==> config.mk <==
export PLATFORM = sky130hd
export DESIGN_NAME = hours24_counter_flat
export DESIGN_NICKNAME = d
export VERILOG_FILES = /design/src/rtl/clock_pkg.sv /design/src/rtl/hours24_counter_if.sv /design/src/rtl/set_autorepeat.sv /design/src/rtl/hours24_counter.sv /design/src/flat_wrapper.sv
export SDC_FILE = /design/constraint.sdc
export NUM_CORES = 1
export LEC_CHECK = 0
export BUFFER_PORTS_ARGS = -buffer_cell sky130_fd_sc_hd__buf_4
export CAP_MARGIN = 15
export CORE_MARGIN = 1
export CORE_UTILIZATION = 30
export DETAILED_ROUTE_END_ITERATION = 7
export PLACE_DENSITY = 0.57
export SYNTH_ARGS = -nofsm -noshare
export SYNTH_HDL_FRONTEND = slang
export SYNTH_SLANG_ARGS = --single-unit
export TNS_END_PERCENT = 10
==> constraint.sdc <==
create_clock -name ck -period 3.7 [get_ports ck]
set_input_delay 0.555 -clock ck [delete_from_list [all_inputs] [get_ports ck]]
set_output_delay 0.555 -clock ck [all_outputs]
set_load 0.005 [all_outputs]
==> src/rtl/clock_pkg.sv <==
// Shared types and helpers for the digital clock stages.
// Hours are held as two BCD digits; the 12 h display view is derived, never stored.
package clock_pkg;

  typedef logic [3:0] bcd_t;

  typedef struct packed {
    bcd_t tens;
    bcd_t units;
  } hour_bcd_t;

  localparam bcd_t       HOURS_MAX_TENS  = 4'd2;
  localparam bcd_t       HOURS_MAX_UNITS = 4'd3;
  localparam logic [4:0] NOON            = 5'd12;

  typedef enum logic [1:0] {
    SA_IDLE,
    SA_HOLD,
    SA_REPEAT
  } sa_state_e;

  // 00 -> 12, 01..12 unchanged, 13..23 -> 01..11
  function automatic hour_bcd_t bcd_to_12h(input bcd_t tens, input bcd_t units);
    logic [4:0] h;
    logic [4:0] m;
    hour_bcd_t  r;
    h = (5'(tens) * 5'd10) + 5'(units);
    if (h == 5'd0)     m = NOON;
    else if (h > NOON) m = h - NOON;
    else               m = h;
    r.tens  = (m >= 5'd10) ? 4'd1 : 4'd0;
    r.units = 4'((m >= 5'd10) ? (m - 5'd10) : m);
    return r;
  endfunction

endpackage

==> src/rtl/hours24_counter_if.sv <==
// Bus between the hours stage and its neighbours: minute carry and set controls in,
// display digits, PM flag and day carry out.
interface hours24_counter_if;
  import clock_pkg::*;

  logic carry_in;
  logic set_en;
  logic set_btn;
  logic mode12;
  bcd_t display0;
  bcd_t display1;
  logic pm;
  logic carry_to_days;

  modport master (
    output carry_in, set_en, set_btn, mode12,
    input  display0, display1, pm, carry_to_days
  );

  modport slave (
    input  carry_in, set_en, set_btn, mode12,
    output display0, display1, pm, carry_to_days
  );

endinterface

==> src/rtl/set_autorepeat.sv <==
// Set-button edge detect with hold-to-auto-repeat: one pulse on press, one after
// HOLD_CYCLES more cycles, then one every REPEAT_CYCLES while still held.
module set_autorepeat
  import clock_pkg::*;
#(
  parameter int HOLD_CYCLES   = 8,
  parameter int REPEAT_CYCLES = 4
) (
  input  logic ck,
  input  logic rst_n,
  input  logic set_en,
  input  logic set_btn,
  output logic rep_pulse
);

  localparam int CNT_MAX = (HOLD_CYCLES > REPEAT_CYCLES) ? HOLD_CYCLES : REPEAT_CYCLES;
  localparam int CW      = (CNT_MAX > 1) ? $clog2(CNT_MAX) : 1;

  localparam logic [CW-1:0] HOLD_LAST   = CW'(HOLD_CYCLES - 1);
  localparam logic [CW-1:0] REPEAT_LAST = CW'(REPEAT_CYCLES - 1);

  sa_state_e     state, state_n;
  logic [CW-1:0] cnt, cnt_n;
  logic          btn_q;
  logic          rise;

  assign rise = set_btn & ~btn_q;

  always_ff @(posedge ck or negedge rst_n) begin
    if (!rst_n) begin
      state <= SA_IDLE;
      cnt   <= '0;
      btn_q <= 1'b0;
    end else begin
      state <= state_n;
      cnt   <= cnt_n;
      btn_q <= set_btn;
    end
  end

  always_comb begin
    state_n   = state;
    cnt_n     = cnt;
    rep_pulse = 1'b0;
    // Releasing the button or leaving set mode aborts any sequence without a pulse.
    if (!set_en || !set_btn) begin
      state_n = SA_IDLE;
      cnt_n   = '0;
    end else begin
      case (state)
        SA_IDLE: begin
          if (rise) begin
            rep_pulse = 1'b1;
            cnt_n     = '0;
            state_n   = SA_HOLD;
          end
        end
        SA_HOLD: begin
          if (cnt == HOLD_LAST) begin
            rep_pulse = 1'b1;
            cnt_n     = '0;
            state_n   = SA_REPEAT;
          end else begin
            cnt_n = cnt + CW'(1);
          end
        end
        SA_REPEAT: begin
          if (cnt == REPEAT_LAST) begin
            rep_pulse = 1'b1;
            cnt_n     = '0;
          end else begin
            cnt_n = cnt + CW'(1);
          end
        end
        default: begin
          state_n = SA_IDLE;
          cnt_n   = '0;
        end
      endcase
    end
  end

endmodule

==> src/rtl/hours24_counter.sv <==
// Hours stage: BCD hour 00..23 advanced by the minute carry or by manual setting,
// displayed in 24 h or 12 h form with a PM flag and a day-rollover pulse.
module hours24_counter
  import clock_pkg::*;
#(
  parameter int RESET_HOUR    = 0,
  parameter int HOLD_CYCLES   = 8,
  parameter int REPEAT_CYCLES = 4
) (
  input  logic               ck,
  input  logic               rst_n,
  hours24_counter_if.slave   bus
);

  localparam bcd_t RST_TENS  = bcd_t'(RESET_HOUR / 10);
  localparam bcd_t RST_UNITS = bcd_t'(RESET_HOUR % 10);

  bcd_t      tens, units;
  hour_bcd_t h12;
  logic      rep_pulse;
  logic      inc;
  logic      at_max;

  set_autorepeat #(
    .HOLD_CYCLES   (HOLD_CYCLES),
    .REPEAT_CYCLES (REPEAT_CYCLES)
  ) u_set (
    .ck        (ck),
    .rst_n     (rst_n),
    .set_en    (bus.set_en),
    .set_btn   (bus.set_btn),
    .rep_pulse (rep_pulse)
  );

  assign at_max = (tens == HOURS_MAX_TENS) && (units == HOURS_MAX_UNITS);

  // Set mode owns the counter completely: the minute carry is dropped, not deferred.
  assign inc               = (bus.carry_in & ~bus.set_en) | (rep_pulse & bus.set_en);
  assign bus.carry_to_days = bus.carry_in & ~bus.set_en & at_max;

  always_ff @(posedge ck or negedge rst_n) begin
    if (!rst_n) begin
      tens  <= RST_TENS;
      units <= RST_UNITS;
    end else if (inc) begin
      if (at_max) begin
        tens  <= 4'd0;
        units <= 4'd0;
      end else if (units == 4'd9) begin
        tens  <= tens + 4'd1;
        units <= 4'd0;
      end else begin
        units <= units + 4'd1;
      end
    end
  end

  always_comb begin
    h12 = bcd_to_12h(tens, units);
    if (bus.mode12) begin
      bus.display1 = h12.tens;
      bus.display0 = h12.units;
    end else begin
      bus.display1 = tens;
      bus.display0 = units;
    end
  end

  assign bus.pm = (tens == 4'd2) || ((tens == 4'd1) && (units >= 4'd2));

endmodule

==> src/flat_wrapper.sv <==
// flat-port wrapper written by rule: the top's interface ports become plain ports
module hours24_counter_flat import clock_pkg::*;
#(
  parameter int RESET_HOUR    = 0,
  parameter int HOLD_CYCLES   = 8,
  parameter int REPEAT_CYCLES = 4
)
  (ck, rst_n, bus_carry_in, bus_set_en, bus_set_btn, bus_mode12, bus_display0, bus_display1, bus_pm, bus_carry_to_days);
  hours24_counter_if bus_i ();
  input  logic ck;
  input  logic rst_n;
  input wire logic [$bits(bus_i.carry_in)-1:0] bus_carry_in;
  input wire logic [$bits(bus_i.set_en)-1:0] bus_set_en;
  input wire logic [$bits(bus_i.set_btn)-1:0] bus_set_btn;
  input wire logic [$bits(bus_i.mode12)-1:0] bus_mode12;
  output wire logic [$bits(bus_i.display0)-1:0] bus_display0;
  output wire logic [$bits(bus_i.display1)-1:0] bus_display1;
  output wire logic [$bits(bus_i.pm)-1:0] bus_pm;
  output wire logic [$bits(bus_i.carry_to_days)-1:0] bus_carry_to_days;
  assign bus_i.carry_in = bus_carry_in;
  assign bus_i.set_en = bus_set_en;
  assign bus_i.set_btn = bus_set_btn;
  assign bus_i.mode12 = bus_mode12;
  assign bus_display0 = bus_i.display0;
  assign bus_display1 = bus_i.display1;
  assign bus_pm = bus_i.pm;
  assign bus_carry_to_days = bus_i.carry_to_days;
  hours24_counter #(.RESET_HOUR(RESET_HOUR), .HOLD_CYCLES(HOLD_CYCLES), .REPEAT_CYCLES(REPEAT_CYCLES)) u_core (.ck(ck), .rst_n(rst_n), .bus(bus_i));
endmodule
==> results of run 1 <==
[registers in the layout, summed over array words and instances, names as in the netlist]
register / flops
u_core.u_set.cnt: 3
u_core.u_set.state: 2
u_core.units: 4
u_core.u_set.btn_q: 1
u_core.tens: 4
[how the worst max path moves through the flow]
| stage | from | endpoint | slack (ps) | depth (start not counted) |
|---|---|---|---|---|
| after floorplan | u_core.tens[0]$_DFFE_PN0P_ | bus_display0[2] | 100 | 12 |
| after global placement | u_core.tens[0]$_DFFE_PN0P_ | bus_display0[2] | 30 | 13 |
| after detailed placement | u_core.tens[0]$_DFFE_PN0P_ | bus_display0[2] | 7 | 13 |
| after CTS | u_core.tens[0]$_DFFE_PN0P_ | bus_display0[2] | 20 | 14 |
| after global routing | u_core.tens[0]$_DFFE_PN0P_ | bus_display0[2] | -190 | 14 |
| final | u_core.tens[0]$_DFFE_PN0P_ | bus_display0[2] | 5 | 14 |
[metrics by stage]
stage	setup slack, ps	power (mW)	cells	hold WS (ps)
after floorplan	96.8	1.15	156	259
after global placement	33.1	1.65	233	414
after detailed placement	7.07	1.64	233	417
after CTS	22.1	1.99	242	152
after global routing	-193	2.29	243	158
final	4.75	2.07	243	144
[synthesized netlist by cell type (2+ instances only)]
library cell / number / area, um2
o21ai_1: 3 / 15.0
o31ai_1: 2 / 15.0
xor2_1: 2 / 17.5
nor3b_1: 2 / 15.0
nor3_1: 4 / 20.0
nand3_1: 11 / 55.1
o21ai_0: 5 / 25.0
a21o_1: 2 / 15.0
o211a_1: 2 / 20.0
o2111ai_1: 2 / 17.5
and3_1: 2 / 12.5
nand2b_1: 4 / 25.0
ha_1: 19 / 238
nand2_1: 15 / 56.3
dfrtp_1: 14 / 350
nor4_1: 2 / 12.5
inv_1: 15 / 56.3
a211oi_1: 2 / 15.0
mux2i_1: 2 / 20.0
a21oi_1: 9 / 45.0
nor2b_1: 2 / 12.5
o32ai_2: 2 / 32.5
nor2_1: 7 / 26.3
clkbuf_1: 4 / 15.0
[cells in the final DEF, fill, tap and decap left out, types with 3 or more instances in the layout]
cell type / count
clkbuf_8: 4
ha_4: 3
a21oi_1: 9
nor3_1: 4
inv_1: 14
nand3_1: 11
o21ai_0: 4
nand2_1: 15
nor2_1: 7
o21ai_1: 4
buf_4: 35
dfrtp_1: 13
nand2b_1: 4
ha_1: 14
[critical path: stages (launching register included)]
cell and delay [ps]:
dfrtp_2 450, ha_4 180, fa_2 370, xor2_4 170
inv_2 60, ha_2 170, nor3b_4 190, o31ai_1 80
o21ai_1 120, inv_1 70, ha_2 180, o41a_1 130
or4_1 520, nand3_1 90, buf_4 100
[final cells by class]
cell class / count / area (um2)
Fill cell: 456 / 2560
Multi-Input combinational cell: 122 / 1000
Sequential cell: 14 / 352
Timing Repair Buffer: 35 / 263
Tap cell: 52 / 65.1
Inverter: 16 / 60.1
Clock buffer: 4 / 55.1
[logic make-up after synthesis]
kind of cell,Yosys count,share of synthesized area (%)
compound gates,40,21.6
xor+xnor,5,5.79
fa+ha+maj,20,18.9
buf+inv,20,5.51
flops,14,25.7
mux,3,2.30
simple gates,54,20.2
[power by group]
group | internal (mW) | total, mW | leakage, nW | switching (mW)
logic | 0.891 | 1.67 | 0.627 | 0.780
clock network | 0.0943 | 0.151 | 0.0288 | 0.0566
registers | 0.189 | 0.249 | 0.180 | 0.0603
[per-layer routing]
| layer | part of all wire, % | wire length (um) | vias to the layer above | global-route usage (%) |
|---|---|---|---|---|
| li1 | - | - | 638 | - |
| met1 | 46 | 1490 | 602 | 18.1 |
| met2 | 51 | 1640 | 20 | 25.0 |
| met3 | 3.0 | 98 | 0 | 3.63 |
| met4 | 0 | 0 | 0 | 2.27 |
| met5 | 0 | 0 | - | 0 |
[what timing repair did]
item / CTS / global route
pin swaps: 5 / 1
resized for setup: 9 / 5
setup buffers: 5 / 1
setup endpoints to repair: 4 / 4
==> impl_metrics.py, run 1 <==
metrics = {
    "global_route": {
        "grt_antenna_before_repair": 0,
        "track_usage_pct": 14.4,
        "first_global_vias": 1233,
        "grt-ovfl-total": 0,
        "grt_start_max_net_pins": 15,
        "grt_pass1_wl_mm": 5.64,
    },
    "placed_design": {
        "place_area_um2": 1630,
        "numPortBuffers": 15,
        "routabilityCongestion": 0.841,
        "place.detailed.hpwl_mm": 2.44,
    },
    "floorplan": {
        "initial_utilization_pct": 31.3,
        "die_w_um": 69.4,
        "ios": 16,
        "dieArea_um2": 4820,
        "fp.coreArea_um2": 4350,
        "die_h_um": 69.4,
        "fp-row-count": 24,
    },
    "run_status": {
        "run_status": "finished, final reports clean",
    },
    "logic_synthesis": {
        "ys_ff_latch": 14,
        "synthArstFlopShare_pct": 100,
        "synth_cell_type_count": 46,
        "syn_inst": 156,
        "yosys_warnings": 0,
        "synth-seq-area-share_pct": 25.7,
        "synthesis.area_um2": 1360,
        "synth-edff-count": 0,
        "synth_flop_cell": "dfrtp_1",
        "synth_nets": 182,
        "synth.avg_cell_area_um2": 8.73,
    },
    "hold_path": {
        "worstHoldPathType": "input port to asynchronous set/reset pin",
    },
    "power": {
        "power_density_nw_per_um2": 1150,
        "leakage_nw": 0.836,
        "peakVddDrop_uv": 907,
    },
    "sta": {
        "tightestPinTransition_ps": 659,
        "maxSlewViolCount": 0,
        "skew_ps": 1.58,
        "hold_viol_final": 0,
        "tns_ps": 0,
        "fmax_ghz": 0.271,
        "setup_viol": 0,
        "period_needed_ps": 3700,
        "finalCritPeriodShare_pct": 99.9,
        "rsz0062_at_grt": "yes",
        "slew-limit-headroom_pct": 56.1,
    },
    "drt": {
        "dr.pass1.iters": 4,
        "wl_per_cell_um": 13.3,
        "vias": 1260,
        "routed_wl_mm": 3.23,
        "drc": 0,
        "via_per_inst": 5.19,
        "ant_nets": 0,
        "drtIter0Drc": 37,
    },
    "clock_tree": {
        "cts_buffers": 3,
        "root_buffer": "clkbuf_8",
        "clockBufferDepth": 2,
        "cts_sinks": 14,
        "clk_latency_ps": 240,
        "cts_tree": "yes",
        "clk_pin_slew_ps": 60,
        "cts_hold_buf": 0,
        "ctsHtreeMaxLevel": 1,
    },
    "flow_run": {
        "maxCapViolations": 0,
    },
    "setup_path": {
        "r2r-start": "u_core.tens[0]$_DFFE_PN0P_",
        "crit_path_max_fanout": 3,
        "reg2reg_slack_ps": 1530,
        "reg2reg_to": "u_core.tens[1]$_DFFE_PN0P_",
        "critPathLaunchType": "flop",
        "worst-setup-path-type": "flop to output port",
        "end_kind": "output port",
        "crit_arrival_ps": 3140,
        "r2r.worst_path.cells": 10,
        "required_ps": 3140,
    },
    "finish": {
        "drive_above_1_share_pct": 29.3,
        "synthToLayoutAreaGrowth_pct": 31.7,
        "stdcell_area_um2": 1790,
        "finish.utilization_pct": 41.2,
        "diodes": 0,
        "layout.nets": 218,
    },
}
(Power assumes the default switching activity.)
==> run 2: changes to the inputs <==
- MAX_ROUTING_LAYER: not set -> met4
==> impl_metrics.py, run 2 (synthesis gave the netlist of run 1 again) <==
metrics = {
    "run_status": {
        "run_status": "finished, final reports clean",
    },
    "drt": {
        "wl_per_cell_um": 13.2,
        "dr.pass1.iters": 4,
        "vias": 1250,
        "routed_wl_mm": 3.22,
        "via_per_inst": 5.14,
        "drc": 0,
        "drtIter0Drc": 41,
        "ant_nets": 0,
    },
    "setup_path": {
        "r2r.worst_path.cells": 10,
        "critPathLaunchType": "flop",
        "crit_path_max_fanout": 3,
        "required_ps": 3140,
        "crit_arrival_ps": 3140,
        "reg2reg_slack_ps": 1530,
        "reg2reg_to": "u_core.tens[1]$_DFFE_PN0P_",
        "r2r-start": "u_core.tens[0]$_DFFE_PN0P_",
        "worst-setup-path-type": "flop to output port",
        "end_kind": "output port",
    },
    "sta": {
        "slew-limit-headroom_pct": 56.3,
        "hold_viol_final": 0,
        "skew_ps": 1.51,
        "maxSlewViolCount": 0,
        "fmax_ghz": 0.270,
        "period_needed_ps": 3700,
        "setup_slack_ps": 2.55,
        "setup_viol": 0,
        "tightestPinTransition_ps": 655,
        "rsz0062_at_grt": "yes",
        "finalCritPeriodShare_pct": 99.9,
    },
    "clock_tree": {
        "root_buffer": "clkbuf_8",
        "cts_buffers": 3,
        "cts_sinks": 14,
        "clk_pin_slew_ps": 60,
        "clk_latency_ps": 250,
        "cts_tree": "yes",
        "clockBufferDepth": 2,
        "ctsHtreeMaxLevel": 1,
        "cts_hold_buf": 0,
    },
    "finish": {
        "diodes": 0,
        "finish.utilization_pct": 41.2,
        "layout.nets": 218,
        "drive_above_1_share_pct": 29.3,
        "final_cell_mix": "buf_4 (35), nand2_1 (15), inv_1 (14), ha_1 (14), dfrtp_1 (13)",
        "fill_cells": 456,
        "synthToLayoutAreaGrowth_pct": 31.7,
        "final_common_cell": "buf_4",
        "reg_top3": "u_core.tens (4), u_core.units (4), u_core.u_set.cnt (3)",
    },
    "floorplan": {
        "fp.coreArea_um2": 4350,
        "ios": 16,
        "die_w_um": 69.4,
        "die_h_um": 69.4,
        "dieArea_um2": 4820,
        "initial_utilization_pct": 31.3,
        "fp-row-count": 24,
    },
    "power": {
        "peakVddDrop_uv": 907,
        "power_density_nw_per_um2": 1160,
        "leakage_nw": 0.836,
        "power.total_mw": 2.07,
    },
    "hold_path": {
        "worstHoldPathType": "input port to asynchronous set/reset pin",
    },
    "global_route": {
        "grt_pass1_wl_mm": 5.66,
        "first_global_vias": 1228,
        "grt-ovfl-total": 0,
        "grt_antenna_before_repair": 0,
        "grt_start_max_net_pins": 15,
        "track_usage_pct": 14.8,
    },
    "placed_design": {
        "numPortBuffers": 15,
        "dp_slack_ps": 7.07,
        "place.detailed.hpwl_mm": 2.44,
        "routabilityCongestion": 0.854,
    },
    "flow_run": {
        "maxCapViolations": 0,
    },
}
## run 2: cell counts in the layout (fill, tap and decap cells not counted)
Identical to the previous run, type by type.
## run 2: how the worst max path moves through the flow
| stage | start | end | slack, ps | depth (start not counted) |
|---|---|---|---|---|
| final | u_core.tens[0]$_DFFE_PN0P_ | bus_display0[2] | 3 | 14 |
| after global routing | u_core.tens[0]$_DFFE_PN0P_ | bus_display0[2] | -190 | 14 |
| after CTS | u_core.tens[0]$_DFFE_PN0P_ | bus_display0[2] | 20 | 14 |
| after detailed placement | u_core.tens[0]$_DFFE_PN0P_ | bus_display0[2] | 7 | 13 |
| after global placement | u_core.tens[0]$_DFFE_PN0P_ | bus_display0[2] | 30 | 13 |
| after floorplan | u_core.tens[0]$_DFFE_PN0P_ | bus_display0[2] | 100 | 12 |
## run 2: per-layer routing
metal	routed length, um	global-route usage (%)	vias to the layer above
met3	92	3.49	2
met1	1500	18.2	593
li1	-	-	637
met2	1610	25.0	18
met4	11	2.27	0
met5	0	-	-
## run 2: cell type report
cell class | instances | area [um2] | share of cell area [%]
Multi-Input combinational cell | 122 | 1000 | 55.7
Clock buffer | 4 | 55.1 | 3.07
Sequential cell | 14 | 352 | 19.6
Timing Repair Buffer | 35 | 263 | 14.6
Tap cell | 52 | 65.1 | 3.63
Inverter | 16 | 60.1 | 3.35
## run 2: power by group
| part | internal (mW) | switching (mW) |
|---|---|---|
| registers | 0.189 | 0.0602 |
| logic | 0.891 | 0.780 |
| clock network | 0.0943 | 0.0579 |
## run 2: worst max-delay path: stages (launching register included)
cell	delay [ps]
dfrtp_2	450
ha_4	180
fa_2	370
xor2_4	170
inv_2	60
ha_2	170
nor3b_4	190
o31ai_1	80
o21ai_1	120
inv_1	70
ha_2	180
o41a_1	130
or4_1	520
nand3_1	90
buf_4	100
## run 2: through the flow
stage	instance area, um2	hold WS, ps	setup TNS [ps]	instances
after floorplan	1360	259	0	156
after global placement	1630	414	0	233
after detailed placement	1630	417	0	233
after CTS	1760	152	0	242
after global routing	1790	158	-362	243
final	1790	144	0	243
## run 2: what timing repair did
action / 4_1_cts / 5_1_grt
pin swaps: 5 / 1
gates resized for setup: 9 / 5
endpoints found under the setup margin: 4 / 4
gates cloned: 0 / 0
buffers inserted: 5 / 1
==> run 3: changes to the inputs <==
- CORE_UTILIZATION: 30 -> 52
- PLACE_DENSITY: 0.57 -> 0.84
==> impl_metrics.py, run 3 (synthesis gave the netlist of run 1 again) <==
metrics = {
    "run_status": {
        "run_status": "finished with violations",
        "violations": "negative setup slack",
    },
    "finish": {
        "layout.nets": 213,
        "fill_cells": 191,
        "stdcell_area_um2": 1720,
        "final_cell_mix": "buf_4 (30), nand2_1 (15), inv_1 (14), ha_1 (14), dfrtp_1 (13)",
        "reg_top3": "u_core.tens (4), u_core.units (4), u_core.u_set.cnt (3)",
        "drive_above_1_share_pct": 28.1,
        "diodes": 0,
        "final_common_cell": "buf_4",
        "instances_no_fill": 215,
        "synthToLayoutAreaGrowth_pct": 25.9,
    },
    "drt": {
        "ant_nets": 0,
        "drc": 0,
        "via_per_inst": 5.96,
        "dr.pass1.iters": 4,
        "wl_per_cell_um": 16.6,
        "vias": 1282,
        "routed_wl_mm": 3.57,
        "drtIter0Drc": 26,
    },
    "global_route": {
        "grt_antenna_before_repair": 0,
        "first_global_vias": 1191,
        "grt_pass1_wl_mm": 5.64,
        "grt_start_max_net_pins": 15,
        "track_usage_pct": 28.7,
        "grt-ovfl-total": 0,
    },
    "floorplan": {
        "die_w_um": 53.2,
        "initial_utilization_pct": 55.0,
        "die_h_um": 53.2,
        "dieArea_um2": 2830,
        "fp-row-count": 18,
        "ios": 16,
        "fp.coreArea_um2": 2480,
    },
    "placed_design": {
        "place_area_um2": 1580,
        "place.detailed.hpwl_mm": 2.65,
        "numPortBuffers": 15,
        "placed_cells": 208,
        "routabilityCongestion": 0.869,
    },
    "flow_run": {
        "maxCapViolations": 0,
    },
    "setup_path": {
        "end_kind": "output port",
        "required_ps": 3140,
        "cp_slowest_cell": "or4_1",
        "crit_chain": "ha_4 -> ha_4 -> nand3_1 -> nand3_1 -> nand2_1 -> o21ai_1 -> inv_1 -> ha_2 -> o41a_1 -> or4_1 -> nand3_1 -> buf_4",
        "crit_buf_inv": 2,
        "crit_path_max_incr_delay_ps": 530,
        "reg2reg_slack_ps": 1570,
        "path_common_cell": "nand3_1",
        "crit_path_max_fanout": 4,
        "crit_arrival_ps": 3220,
        "worst-setup-path-type": "flop to output port",
        "critPathLaunchType": "flop",
        "critPathTopFamily": "simple AND/OR/NAND/NOR gates",
    },
    "sta": {
        "maxSlewViolCount": 0,
        "slew-limit-headroom_pct": 58.5,
        "setup_slack_ps": -79.8,
        "fmax_ghz": 0.265,
        "tightestPinTransition_ps": 623,
        "period_needed_ps": 3780,
        "finalCritPeriodShare_pct": 102,
        "tns_ps": -114,
        "holdWs_ps": 93.2,
        "setup_viol": 2,
        "rsz0062_at_grt": "yes",
        "hold_viol_final": 0,
        "skew_ps": 9.27,
    },
    "clock_tree": {
        "cts_hold_buf": 0,
        "root_buffer": "clkbuf_4",
        "ctsHtreeMaxLevel": 1,
        "cts_buffers": 3,
        "clk_pin_slew_ps": 90,
        "clockBufferDepth": 2,
        "clk_latency_ps": 290,
        "cts_sinks": 14,
        "cts_tree": "yes",
    },
    "hold_path": {
        "worstHoldPathType": "input port to asynchronous set/reset pin",
    },
}
## run 3: changes by cell type in the layout (fill, tap and decap cells not counted), sizes merged
cell / change
clkbuf: -1
buf: -5
## run 3: path summary, 6_finish.rpt
check	endpoint	start	cells past startpoint
min in group ck	u_core.u_set.btn_q$_DFF_PN0_	bus_set_btn	1
max reg2reg	u_core.units[3]$_DFFE_PN0P_	u_core.u_set.state[0]$_DFFE_PN0P_	7
max in group asynchronous	u_core.tens[0]$_DFFE_PN0P_	rst_n	1
min reg2reg	u_core.u_set.cnt[0]$_DFFE_PN0P_	u_core.u_set.cnt[0]$_DFFE_PN0P_	2
min	u_core.u_set.btn_q$_DFF_PN0_	rst_n	1
max	bus_display0[2]	u_core.tens[0]$_DFFE_PN0P_	12
## run 3: layout make-up
cell class	count	area [um2]	share of cell area [%]
Timing Repair Buffer	30	225	13.1
Sequential cell	14	352	20.5
Inverter	16	60.1	3.50
Clock buffer	3	22.5	1.31
Tap cell	30	37.5	2.19
Multi-Input combinational cell	122	1020	59.4
## run 3: routing by layer
layer | vias up | track usage (%) | share of wire [%]
met3 | 4 | 3.45 | 2.5
met4 | 0 | 7.89 | 1.3
met1 | 626 | 34.3 | 43
li1 | 626 | - | -
met5 | - | - | 0
met2 | 26 | 50.4 | 53
## run 3: worst register-to-register path, cell delays in order (launching register included)
cell      delay, ps
dfrtp_1         430
inv_1           130
ha_1            290
a222oi_1        130
o32ai_2         590
nand3_1         200
mux2i_1         160
a22o_1          150
## run 3: timing repair
item | CTS | global route
gates resized for setup | 13 | 4
setup endpoints to repair | 4 | 4
buffers inserted | 4 | 0
endpoints found under the hold margin | 0 | 0
pin swaps | 7 | 0
## run 3: metrics by stage
step	worst slack [ps]	util [%]
after floorplan	96.8	-
after global placement	68.3	63.8
after detailed placement	-62.0	63.8
after CTS	-22.1	68.4
after global routing	-178	69.2
final	-79.8	69.2
Power of run 3 is left out: the tool's default activity adds up to more than one toggle a clock period on the data nets, which glitch-free logic cannot reach.
